[config.mk]
export PLATFORM = sky130hd
export DESIGN_NAME = donut_march_ctl
export DESIGN_NICKNAME = d
export VERILOG_FILES = /design/src/rtl/donut_pkg.sv /design/src/rtl/donut_res_fifo.sv /design/src/rtl/donut_march_ctl.sv
export SDC_FILE = /design/constraint.sdc
export NUM_CORES = 1
export LEC_CHECK = 0
export BUFFER_PORTS_ARGS = -buffer_cell sky130_fd_sc_hd__buf_4
export CAP_MARGIN = 10
export CORE_UTILIZATION = 50
export CTS_CLUSTER_SIZE = 30
export DETAILED_ROUTE_END_ITERATION = 10
export PLACE_DENSITY = 0.88
export SLEW_MARGIN = 20
export SYNTH_ARGS = -nofsm -noshare
export SYNTH_HDL_FRONTEND = slang
export SYNTH_HIERARCHICAL = 1
export SYNTH_SLANG_ARGS = --single-unit
[constraint.sdc]
create_clock -name clk -period 2.1 [get_ports clk]
set_input_delay 0.315 -clock clk [delete_from_list [all_inputs] [get_ports clk]]
set_output_delay 0.315 -clock clk [all_outputs]
set_load 0.01 [all_outputs]
[src/rtl/donut_pkg.sv]
// Shared types and helpers for the donut ray-march sequencing controller.
// Optional feature macro used by donut_march_ctl: DONUT_EARLY_EXIT_EN.
package donut_pkg;

    localparam int DONUT_STEPS_DEFAULT = 8;
    localparam int DONUT_STEP_W        = 4;
    localparam int DONUT_SHADE_W       = 8;

    typedef enum logic [1:0] {
        ST_IDLE    = 2'd0,
        ST_MARCH   = 2'd1,
        ST_CAPTURE = 2'd2
    } donut_state_e;

    // Per-ray result flags; the tag rides alongside because its width is a
    // parameter of the controller.
    typedef struct packed {
        logic                     hit;
        logic [DONUT_SHADE_W-1:0] shade;
        logic [DONUT_STEP_W-1:0]  steps;
    } donut_res_t;

    // Shade is the integer part of the light value, zero on a miss or on
    // non-positive light, saturated at 0x7F near full scale.
    function automatic logic [DONUT_SHADE_W-1:0] donut_shade(
        input logic              hit,
        input logic signed [15:0] light
    );
        logic [DONUT_SHADE_W-1:0] s;
        s = '0;
        if (!hit || (light <= 16'sd0)) begin
            s = 8'h00;
        end else if (light >= 16'sh7F00) begin
            s = 8'h7F;
        end else begin
            s = light[15:8];
        end
        return s;
    endfunction

endpackage

[src/rtl/donut_res_fifo.sv]
// Two-entry valid/ready result buffer. Push and pop may coincide at any
// occupancy; the producer guarantees it never pushes while full.
module donut_res_fifo #(
    parameter int W = 8
) (
    input  logic         clk,
    input  logic         rst_n,
    input  logic         push,
    input  logic [W-1:0] push_data,
    output logic         out_valid,
    input  logic         out_ready,
    output logic [W-1:0] out_data,
    output logic         full,
    output logic         full_after_push
);

    logic [W-1:0] mem [2];
    logic         wr_ptr;
    logic         rd_ptr;
    logic [1:0]   count;
    logic         pop;

    assign pop       = out_valid & out_ready;
    assign out_valid = (count != 2'd0);
    assign out_data  = mem[rd_ptr];
    assign full      = (count == 2'd2);
    // Occupancy seen by a push this cycle, after any simultaneous pop.
    assign full_after_push = (count == 2'd2) || ((count == 2'd1) && !pop);

    // Pointer and occupancy bookkeeping.
    always_ff @(posedge clk or negedge rst_n) begin
        if (!rst_n) begin
            wr_ptr <= 1'b0;
            rd_ptr <= 1'b0;
            count  <= 2'd0;
        end else begin
            if (push) wr_ptr <= ~wr_ptr;
            if (pop)  rd_ptr <= ~rd_ptr;
            case ({push, pop})
                2'b10:   count <= count + 2'd1;
                2'b01:   count <= count - 2'd1;
                default: count <= count;
            endcase
        end
    end

    // Storage; cleared on reset so the result outputs read zero.
    always_ff @(posedge clk or negedge rst_n) begin
        if (!rst_n) begin
            mem[0] <= '0;
            mem[1] <= '0;
        end else if (push) begin
            mem[wr_ptr] <= push_data;
        end
    end

endmodule

[src/rtl/donut_march_ctl.sv]
// Sequencing controller for the donut ray-march hit-test datapath: accepts
// one ray per handshake, pulses dh_start, times the march, captures the
// datapath result and buffers it for the pixel pipeline.
// Optional feature: define DONUT_EARLY_EXIT_EN to end a march as soon as the
// (sticky-low) datapath hit flag drops.
//
// state      | meaning
// -----------+------------------------------------------------------------
// ST_IDLE    | waiting for a ray; ready whenever the result buffer has room
// ST_MARCH   | datapath stepping; step_cnt counts completed steps
// ST_CAPTURE | sample hit/light, push result, may accept the next ray
module donut_march_ctl
    import donut_pkg::*;
#(
    parameter int STEPS = DONUT_STEPS_DEFAULT,
    parameter int TAG_W = 10
) (
    input  logic              clk,
    input  logic              rst_n,
    input  logic              req_valid,
    output logic              req_ready,
    input  logic [TAG_W-1:0]  req_tag,
    output logic              dh_start,
    input  logic              dh_hit,
    input  logic signed [15:0] dh_light,
    output logic              busy,
    output logic              res_valid,
    input  logic              res_ready,
    output logic [TAG_W-1:0]  res_tag,
    output logic              res_hit,
    output logic [7:0]        res_light,
    output logic [3:0]        res_steps
);

    typedef struct packed {
        logic [TAG_W-1:0] tag;
        donut_res_t       res;
    } entry_t;

    localparam logic [DONUT_STEP_W-1:0] STEP_LAST = DONUT_STEP_W'(STEPS - 1);

    donut_state_e            state;
    donut_state_e            state_nxt;
    logic [DONUT_STEP_W-1:0] step_cnt;
    logic [TAG_W-1:0]        tag_q;
    logic                    busy_q;
    logic                    accept;
    logic                    push;
    logic                    early_miss;
    logic                    fifo_full;
    logic                    fifo_full_after_push;
    entry_t                  push_entry;
    entry_t                  head_entry;

`ifdef DONUT_EARLY_EXIT_EN
    // From the second march cycle on, a dropped hit flag ends the march.
    assign early_miss = (step_cnt != '0) && !dh_hit;
`else
    assign early_miss = 1'b0;
`endif

    // State register.
    always_ff @(posedge clk or negedge rst_n) begin
        if (!rst_n) state <= ST_IDLE;
        else        state <= state_nxt;
    end

    // Next state, handshake readiness and capture push.
    always_comb begin
        state_nxt = state;
        req_ready = 1'b0;
        accept    = 1'b0;
        push      = 1'b0;
        case (state)
            ST_IDLE: begin
                req_ready = rst_n & ~fifo_full;
                accept    = req_valid & req_ready;
                if (accept) state_nxt = ST_MARCH;
            end
            ST_MARCH: begin
                if ((step_cnt == STEP_LAST) || early_miss) state_nxt = ST_CAPTURE;
            end
            ST_CAPTURE: begin
                push      = 1'b1;
                req_ready = rst_n & ~fifo_full_after_push;
                accept    = req_valid & req_ready;
                state_nxt = accept ? ST_MARCH : ST_IDLE;
            end
            default: state_nxt = ST_IDLE;
        endcase
    end

    assign dh_start = accept;

    // Step counter, tag latch and registered busy flag.
    always_ff @(posedge clk or negedge rst_n) begin
        if (!rst_n) begin
            step_cnt <= '0;
            tag_q    <= '0;
            busy_q   <= 1'b0;
        end else begin
            if (accept) begin
                step_cnt <= '0;
                tag_q    <= req_tag;
            end else if (state == ST_MARCH) begin
                step_cnt <= step_cnt + 1'b1;
            end
            busy_q <= (state_nxt == ST_MARCH);
        end
    end

    assign busy = busy_q;

    // Result assembled from the datapath sample taken in the capture cycle.
    always_comb begin
        push_entry           = '0;
        push_entry.tag       = tag_q;
        push_entry.res.hit   = dh_hit;
        push_entry.res.shade = donut_shade(dh_hit, dh_light);
        push_entry.res.steps = step_cnt;
    end

    donut_res_fifo #(
        .W ($bits(entry_t))
    ) u_res_fifo (
        .clk             (clk),
        .rst_n           (rst_n),
        .push            (push),
        .push_data       (push_entry),
        .out_valid       (res_valid),
        .out_ready       (res_ready),
        .out_data        (head_entry),
        .full            (fifo_full),
        .full_after_push (fifo_full_after_push)
    );

    assign res_tag   = head_entry.tag;
    assign res_hit   = head_entry.res.hit;
    assign res_light = head_entry.res.shade;
    assign res_steps = head_entry.res.steps;

endmodule

# ---- After elaboration in Yosys (flattened, before gate mapping)
# Index checks and enable logic that the tools add are counted.
dict set report word_totals {
  out_inout_bits 27
  wordCells 64
  romBits 0
  ram_bits 0
  register_bits 67
  mem_count 0
  input_bits 31
  latchBits 0
}
dict set report classes {
  reduce_logical 10
  multipliers 0
  order_cmp 5
  mux 18
  bitwise_logic 11
  eq_ne 8
  n_div 0
  addsub 3
  shifts 0
}
# operator count
set ops {}
lappend ops {{2-to-1 mux 23 bit} 4}
lappend ops {{bitwise mux 46 bit} 1}
lappend ops {{demux 23 bit (select 1 bit)} 1}
lappend ops {{>= comparator 16 bit, second input constant} 1}
lappend ops {{<= comparator 16 x 1 -> 1 bit, second input constant} 1}
lappend ops {{2-to-1 mux 8 bit} 2}
lappend ops {{equality test 2 x 1 -> 1 bit, second input constant} 4}
lappend ops {{2-to-1 mux 4 bit} 2}
lappend ops {{equality test 2 bit, second input constant} 3}
lappend ops {{case mux 2 bit (3 select lines)} 1}
lappend ops {{nonzero test 2 bit} 3}
lappend ops {{AND 1 bit} 5}
lappend ops {{adder 4 x 1 -> 4 bit, second input constant} 1}
lappend ops {{equality test 4 x 3 -> 1 bit, second input constant} 1}
lappend ops {{>= comparator 2 bit, second input constant} 2}
lappend ops {{2-to-1 mux 2 bit} 2}
lappend ops {{inverter 1 bit} 4}
lappend ops {{inverter 1 -> 2 bit} 2}
lappend ops {{case mux 1 bit (2 select lines)} 2}
lappend ops {{case mux 2 bit (2 select lines)} 1}
lappend ops {{adder 2 x 1 -> 2 bit, second input constant} 1}
lappend ops {{logical AND 1 bit} 2}
lappend ops {{zero test 1 bit} 2}
lappend ops {{zero test 2 bit} 1}
lappend ops {{other kinds (4)} 6}

# ---- Logic depth before layout (Yosys ltp)
# Gate-level depths: netlist of run 1.
dict set report logic_depth {
  ltp_word 11
  depth_mapped 8
  ltp_nobuf 7
}

# ---- Modules after synthesis
# The synthesis of run 1 kept the hierarchy.
# module cells_per_inst instances area_each_um2 seq_area_each_um2
set modules_own_cells {}
lappend modules_own_cells {donut_res_fifo 146 1 2254.7 1251.2}
lappend modules_own_cells {donut_march_ctl 62 1 807.0 425.4}

# ---- Worst setup path before layout of run 1
# Ideal clock, no wire load.
dict set report synth_timing {
  path_kind {flip-flop to flip-flop}
  start {reg u_res_fifo.count[0]}
  end {reg tag_q[6]}
  setup_ps 125
  path_buffers 1
  path_slack_ps -70
  stages_incl_launch_ff 9
  t_required_ps 1975
  arrival_ps 2045
  period_less_slack_ps 2170
  path_cell_list {dfrtp_1 > inv_1 > ha_1 > nand2b_1 > a21o_1 > mux2_4 > nor3_4 > buf_8 > mux2_4}
}
dict set report synth_via {
  elab_chain_len 9
  elab_cells_between_ends 14
  classes_between {2 x eq/ne; 1 x mux; 7 x bitwise; 4 x reduce/logical}
}
# item line_no
set synth_rtl {}
lappend synth_rtl {{from (decl)} donut_res_fifo.sv:20} ;# logic [1:0] count;
lappend synth_rtl {{from (signal assigned)} donut_res_fifo.sv:40} ;# 2'b10: count <= count + 2'd1;
lappend synth_rtl {{from (signal assigned)} donut_res_fifo.sv:41} ;# 2'b01: count <= count - 2'd1;
lappend synth_rtl {{from (signal assigned)} donut_res_fifo.sv:42} ;# default: count <= count;
lappend synth_rtl {{nonzero test 2 bit} donut_res_fifo.sv:24} ;# assign out_valid = (count != 2'd0);
lappend synth_rtl {{AND 1 bit} donut_res_fifo.sv:23} ;# assign pop = out_valid & out_ready;
lappend synth_rtl {{zero test 1 bit} donut_res_fifo.sv:28} ;# assign full_after_push = (count == 2'd2) || ((count == 2'd1) && !pop);
lappend synth_rtl {{logical AND 1 bit} donut_res_fifo.sv:28}
lappend synth_rtl {{logical OR 1 bit *} donut_res_fifo.sv:28}
lappend synth_rtl {{net fifo_full_after_push} donut_march_ctl.sv:51} ;# logic fifo_full_after_push;
lappend synth_rtl {{inverter 1 bit *} donut_march_ctl.sv:85} ;# req_ready = rst_n & ~fifo_full_after_push;
lappend synth_rtl {{AND 1 bit *} donut_march_ctl.sv:85}
lappend synth_rtl {{AND 1 bit *} donut_march_ctl.sv:86} ;# accept = req_valid & req_ready;
lappend synth_rtl {{case mux 1 bit (2 select lines) *} donut_march_ctl.sv:74} ;# case (state)
lappend synth_rtl {{net dh_start} donut_march_ctl.sv:23} ;# output logic dh_start,
lappend synth_rtl {{to (signal assigned)} donut_march_ctl.sv:104} ;# tag_q <= req_tag;
lappend synth_rtl {{to (decl)} donut_march_ctl.sv:45} ;# logic [TAG_W-1:0] tag_q;
# The timed path passes the listed nets; every way through them passes the cells marked *.
# A chain may end at the register's enable or synchronous reset.

# ---- Worst setup path in the final report of run 1
dict set report layout_timing {
  start {reg u_res_fifo.count[1]}
  end {out dh_start}
}
dict set report layout_via {
  elab_chain_len 9
  elab_cells_between_ends 14
  classes_between {2 x eq/ne; 1 x mux; 7 x bitwise; 4 x reduce/logical}
}
# item line_no
set layout_rtl {}
lappend layout_rtl {{nonzero test 2 bit} donut_res_fifo.sv:24}
lappend layout_rtl {{AND 1 bit} donut_res_fifo.sv:23}
lappend layout_rtl {{zero test 1 bit} donut_res_fifo.sv:28}
lappend layout_rtl {{logical AND 1 bit} donut_res_fifo.sv:28}
lappend layout_rtl {{logical OR 1 bit *} donut_res_fifo.sv:28}
lappend layout_rtl {{net fifo_full_after_push} donut_march_ctl.sv:51}
lappend layout_rtl {{inverter 1 bit *} donut_march_ctl.sv:85}
lappend layout_rtl {{AND 1 bit *} donut_march_ctl.sv:85}
lappend layout_rtl {{AND 1 bit *} donut_march_ctl.sv:86}
lappend layout_rtl {{case mux 1 bit (2 select lines) *} donut_march_ctl.sv:74}
lappend layout_rtl {{to (decl)} donut_march_ctl.sv:23}
# Marks and branches as above.

==> results of run 1 <==
-- synthesized netlist by cell type (3+ instances only) --
| master | number | share of area |
|---|---|---|
| mux2_4 | 9 | 0.044 |
| nor2_1 | 4 | 0.0049 |
| mux2_2 | 71 | 0.26 |
| buf_2 | 3 | 0.0049 |
| and2_1 | 8 | 0.016 |
| inv_1 | 5 | 0.0061 |
| ha_1 | 5 | 0.020 |
| buf_8 | 3 | 0.015 |
| nand2_1 | 3 | 0.0037 |
| nand3b_1 | 3 | 0.0074 |
| nor2b_1 | 3 | 0.0061 |
| dfrtp_1 | 67 | 0.55 |
| xnor2_1 | 4 | 0.011 |
-- metrics by stage --
step	setup slack, ns	setup TNS [ns]	utilization
2_1_floorplan	0.0166	0	-
3_3_place_gp	0.0938	0	0.599
3_5_place_dp	0.0127	0	0.599
4_1_cts	-0.116	-0.277	0.640
5_1_grt	-0.159	-0.653	0.640
6_report	-0.0638	-0.101	0.640
-- state kept, by name, indices dropped and copies added (netlist names) --
name,cells
busy,1
state,2
step_cnt,4
tag_q,10
u_res_fifo/count,2
u_res_fifo/mem,46
u_res_fifo/rd_ptr,1
u_res_fifo/wr_ptr,1
-- area by class of cell --
class	count	area (um^2)	share of cell area
clock buffer	13	169	0.0446
clock inverter	2	10.0	0.00264
inverter	5	18.8	0.00496
multi-input combinational	127	1310	0.346
sequential	67	1680	0.443
tap	75	93.8	0.0248
timing repair buffer	63	509	0.134
-- power by group through the flow --
| stage | clock, mW | sequential [mW] | combinational, mW |
|---|---|---|---|
| after floorplan | 0 | 1.98 | 1.26 |
| after global placement | 0 | 2.05 | 1.78 |
| after detailed placement | 0 | 2.09 | 1.84 |
| after CTS | 0.985 | 2.07 | 1.94 |
| after global routing | 1.04 | 2.14 | 2.07 |
| final | 0.957 | 2.07 | 1.91 |
-- timing repair --
item                                    4_1_cts  5_1_grt
hold buffers                                  0        0
setup buffers                                 5        1
resized for setup                             8        1
endpoints found under the hold margin         0        0
endpoints found under the setup margin        3       12
pin swaps                                     3        1
-- worst max-delay path: stages, from the launching register on --
cell	delay (ns)
dfrtp_1	0.38
inv_2	0.07
ha_4	0.16
nand2b_4	0.13
a21o_1	0.15
mux2_4	0.28
nor3_4	0.14
buf_6	0.12
buf_6	0.09
-- cells by family (layout without fill, tap and decap cells) --
family,count (synthesis),after routing,share of synthesized area
mux,82,82,0.312
flops,67,67,0.548
simple gates,28,28,0.0564
buf+inv,15,83,0.0355
xor+xnor,6,6,0.0172
fa+ha+maj,5,5,0.0204
compound gates,4,4,0.00981
other cells,1,2,0.00122
-- metal layers --
layer / track usage / vias up / wire length [um]
met3: 0.0284 / 6 / 149
met2: 0.330 / 30 / 2770
met4: 0.107 / 0 / 82
li1: - / 849 / -
met5: 0 / - / 0
met1: 0.227 / 919 / 2410
-- worst paths after layout --
kind / end
min: tag_q[9]
max in group asynchronous: u_res_fifo/mem[38]
max: dh_start
min in group clk: tag_q[3]
min reg2reg: u_res_fifo/mem[20]
max reg2reg: tag_q[5]
==> results.yml, run 1 <==
run_status:
  status: "finished, violations left"
  violations: "negative setup slack"
critical_path:
  crit_start: "u_res_fifo/count[1]"
  cp-start-kind: "flop"
  ff2ff_path_depth: 9
  crit_arrival_ns: 1.85
  end_kind: "primary output"
  crit_required_ns: 1.78
  critPathKind: "flop to primary output"
  reg2reg_setup_slack_ns: -0.01
  timing.rr.start: "u_res_fifo/count[1]"
  path_max_fanout: 2
floorplanning:
  num_rows: 28
  core-area_um2: 5920
  die_y_um: 80.3
  start_util: 0.517
  io_pins: 58
  die_w_um: 80.3
  die_area_um2: 6440
global_routing:
  grt_pass1_vias: 1956
  antenna_found_initial: 0
  grt.total_usage: 0.191
  grt_max_degree: 68
  overflow: 0
  grt_pass1_wl_um: 9110
power_and_ir_drop:
  peakVddDrop_mv: 0.830
  switching_power_mw: 1.49
  switching_share: 0.302
  power_frac_seq: 0.419
  combinationalPowerShare: 0.387
  p_int_mw: 3.45
  p_per_area_nw_per_um2: 1300
  power_leakage_nw: 1.90
  p_total_mw: 4.94
  p_clk_frac: 0.194
placed_design:
  placed_area_um2: 3550
  place.port_buffers: 49
  dp_cells: 333
  hpwlAfterDp_um: 3520
  place.gp.congestion: 0.720
yosys:
  syn_inst: 208
  ys_ff_latch: 67
  synth_area_um2: 3060
  synth-edff-count: 0
  synth_cell_type_count: 28
  avgSynthCellArea_um2: 14.7
  async_flop_share: 1.00
  synth_flop_cell: "dfrtp_1"
  ys_warn_count: 6
  yosysSeqAreaShare: 0.548
layout:
  antennaDiodeCount: 0
  final_common_cell: "mux2_2"
  drive_gt1_frac: 0.596
  final_area_um2: 3790
  fillerInstances: 469
  syn2layout_area_growth_pct: 23.7
  final_cell_mix: "71 x mux2_2, 67 x dfrtp_1, 58 x buf_4"
  nets: 309
  stdcell_count: 352
sta:
  setup_violations: 3
  hold_violations: 0
  drv_slew: 0
  min_period_over_period: 1.03
  worst_pin_slew_ns: 0.838
  fin_ws_ns: -0.0638
  hold-worst-slack_ns: 0.183
  rsz0062_at_grt: "yes"
  slew_headroom: 0.441
  fmax_ghz: 0.462
  layout_min_cycle_time_ns: 2.16
  final.setup_skew_ns: 0.00734
run:
  drv_cap: 0
cts:
  cts_tree: "yes"
  root_buffer: "clkbuf_8"
  htree_levels: 3
  clk_pin_slew_ns: 0.07
  clk_latency_ns: 0.33
  cts_buffer_depth: 2
  cts_inserted_buffers: 9
  cts.sinks: 67
detailed_routing:
  vias: 1804
  drt_iter0_markers: 97
  ant_nets: 0
  firstDrtPassIters: 3
  wl_um: 5410
  vias_per_cell: 5.13
  wire_per_inst_um: 15.4
  drcViolationCount: 0
worst_hold_path:
  hp-class: "input pin to asynchronous set/reset pin"
(Power assumes the default switching activity.)
==> run 2, diff against run 1 <==
--- a/config.mk
+++ b/config.mk
@@ -7,6 +7,7 @@
 export LEC_CHECK = 0
 export BUFFER_PORTS_ARGS = -buffer_cell sky130_fd_sc_hd__buf_4
 export CAP_MARGIN = 10
+export CORE_ASPECT_RATIO = 1.75
 export CORE_UTILIZATION = 50
 export CTS_CLUSTER_SIZE = 30
 export DETAILED_ROUTE_END_ITERATION = 10
==> run 2 against run 1 <==
Net effect: the run still ends with negative setup slack left; design area increased by 2.0%; total power increased by 5.5%; register-to-register slack improved by 0.06 ns; flip-flop and latch count unchanged; via count increased by 1.6%; non-clock buffer count increased by 3; hold slack improved by 0.0063 ns; largest cell class unchanged; worst setup slack got worse by 0.046 ns; routed wire length increased by 6.5%; sequential share of layout area decreased by 0.87 points.
==> results.yml, run 2 (synthesis results as in run 1) <==
detailed_routing:
  drcViolationCount: 0
  wl_um: 5760
  drt_iter0_markers: 31
  ant_nets: 0
  vias: 1832
  vias_per_cell: 5.10
  wire_per_inst_um: 16.1
  firstDrtPassIters: 4
critical_path:
  path_max_fanout: 2
  slowest_delay_ns: 0.39
  cp-start-kind: "flop"
  critPathKind: "flop to primary output"
  crit_required_ns: 1.78
  crit_path_top_delay_cell: "dfrtp_1"
  crit_arrival_ns: 1.89
  crit_chain: "inv_2 > ha_4 > nand2b_4 > a21o_1 > mux2_4 > nor3_4 > buf_6 > buf_6"
  end_kind: "primary output"
  crit_top_cell: "buf_6"
placed_design:
  hpwlAfterDp_um: 3790
  detailedPlace.worstSlack_ns: 0.0740
  place.gp.congestion: 0.741
  dp_cells: 336
  place.port_buffers: 49
  placed_area_um2: 3560
power_and_ir_drop:
  p_total_mw: 5.21
  p_per_area_nw_per_um2: 1350
  power_leakage_nw: 1.92
  peakVddDrop_mv: 0.774
floorplanning:
  die_area_um2: 6450
  die_y_um: 106
  core-area_um2: 5880
  num_rows: 37
  start_util: 0.521
  io_pins: 58
  die_w_um: 61.2
layout:
  largest_reg_flops: 46
  antennaDiodeCount: 0
  final_common_cell: "mux2_2"
  drive_gt1_frac: 0.605
  nets: 312
  largest_register: "u_res_fifo/mem"
  final_cell_mix: "71 x mux2_2, 67 x dfrtp_1, 60 x buf_4"
  top_regs: "u_res_fifo/mem: 46 flops, tag_q: 10 flops, step_cnt: 4 flops"
  syn2layout_area_growth_pct: 26.2
  final_area_um2: 3860
  stdcell_count: 359
cts:
  root_buffer: "clkbuf_8"
  cts_tree: "yes"
  clk_pin_slew_ns: 0.07
  cts.sinks: 67
  htree_levels: 3
  hold_buffers: 0
  cts_buffer_depth: 2
  cts_inserted_buffers: 9
  clk_latency_ns: 0.35
global_routing:
  grt.total_usage: 0.208
  overflow: 0
  grt_pass1_vias: 1918
  grt_max_degree: 68
  antenna_found_initial: 0
  grt_pass1_wl_um: 9410
sta:
  worst_pin_slew_ns: 0.825
  drv_slew: 0
  tns_ns: -0.185
  rsz0062_at_grt: "yes"
  fin_ws_ns: -0.110
  slew_headroom: 0.450
  layout_min_cycle_time_ns: 2.21
  fmax_ghz: 0.452
  setup_violations: 2
  final.setup_skew_ns: 0.00795
  min_period_over_period: 1.05
  hold_violations: 0
run_status:
  status: "finished, violations left"
  violations: "negative setup slack"
run:
  drv_cap: 0
worst_hold_path:
  hp-class: "input pin to asynchronous set/reset pin"
## run 2: routing by layer
layer  global-route usage  vias up  wire length [um]
met2                0.342       32              3220
li1                     -      858                 -
met1                0.242      933              2280
met3               0.0589        9               166
met5                    0        -                 0
met4               0.0925        0                94
## run 2: per-stage QoR
stage	util	hold WS, ns
floorplan	-	0.0194
global placement	0.606	0.481
detailed placement	0.606	0.488
CTS	0.655	0.181
global route	0.657	0.181
finish	0.657	0.189
## run 2: path summary, 6_finish.rpt
path | startpoint | end | slack [ns] | depth (start not counted)
min in group clk | req_tag[9] | tag_q[9] | 0.20 | 2
setup reg to reg | u_res_fifo/count[0] | tag_q[0] | 0.05 | 9
setup / recovery | u_res_fifo/count[0] | dh_start | -0.11 | 8
max in group asynchronous | rst_n | busy | 1.37 | 2
hold / removal | rst_n | tag_q[1] | 0.19 | 2
hold reg to reg | u_res_fifo/mem[16] | u_res_fifo/mem[16] | 0.50 | 1
## run 2: report_power, final
part	internal, mW	total (mW)	switching (mW)
clock	0.663	1.15	0.489
sequential	1.76	2.08	0.326
combinational	1.21	1.98	0.766
## run 2: area by class of cell
type                    instances  area [um^2]
flip-flops and latches         67         1680
well taps                      78         97.6
clock inverters                 7         92.6
clock buffers                   9          124
inverters                       5         18.8
multi-input cells             127         1310
repair buffers                 66          544
fillers                       444         2020
## run 2: worst max-delay path: cells and delay by family (launching register included)
| family | cells | cell delay, ns |
|---|---|---|
| AO/OA/AOI/OAI | 1 | 0.15 |
| buffers and inverters | 3 | 0.29 |
| multiplexers | 1 | 0.28 |
| flip-flops | 1 | 0.39 |
| AND/OR/NAND/NOR | 2 | 0.27 |
| adder cells (fa/ha/maj) | 1 | 0.16 |
## run 2: timing repair
| action | in CTS | in global routing |
|---|---|---|
| setup buffers | 6 | 1 |
| pin swaps | 3 | 2 |
| gates resized for setup | 7 | 2 |
| setup endpoints to repair | 2 | 12 |
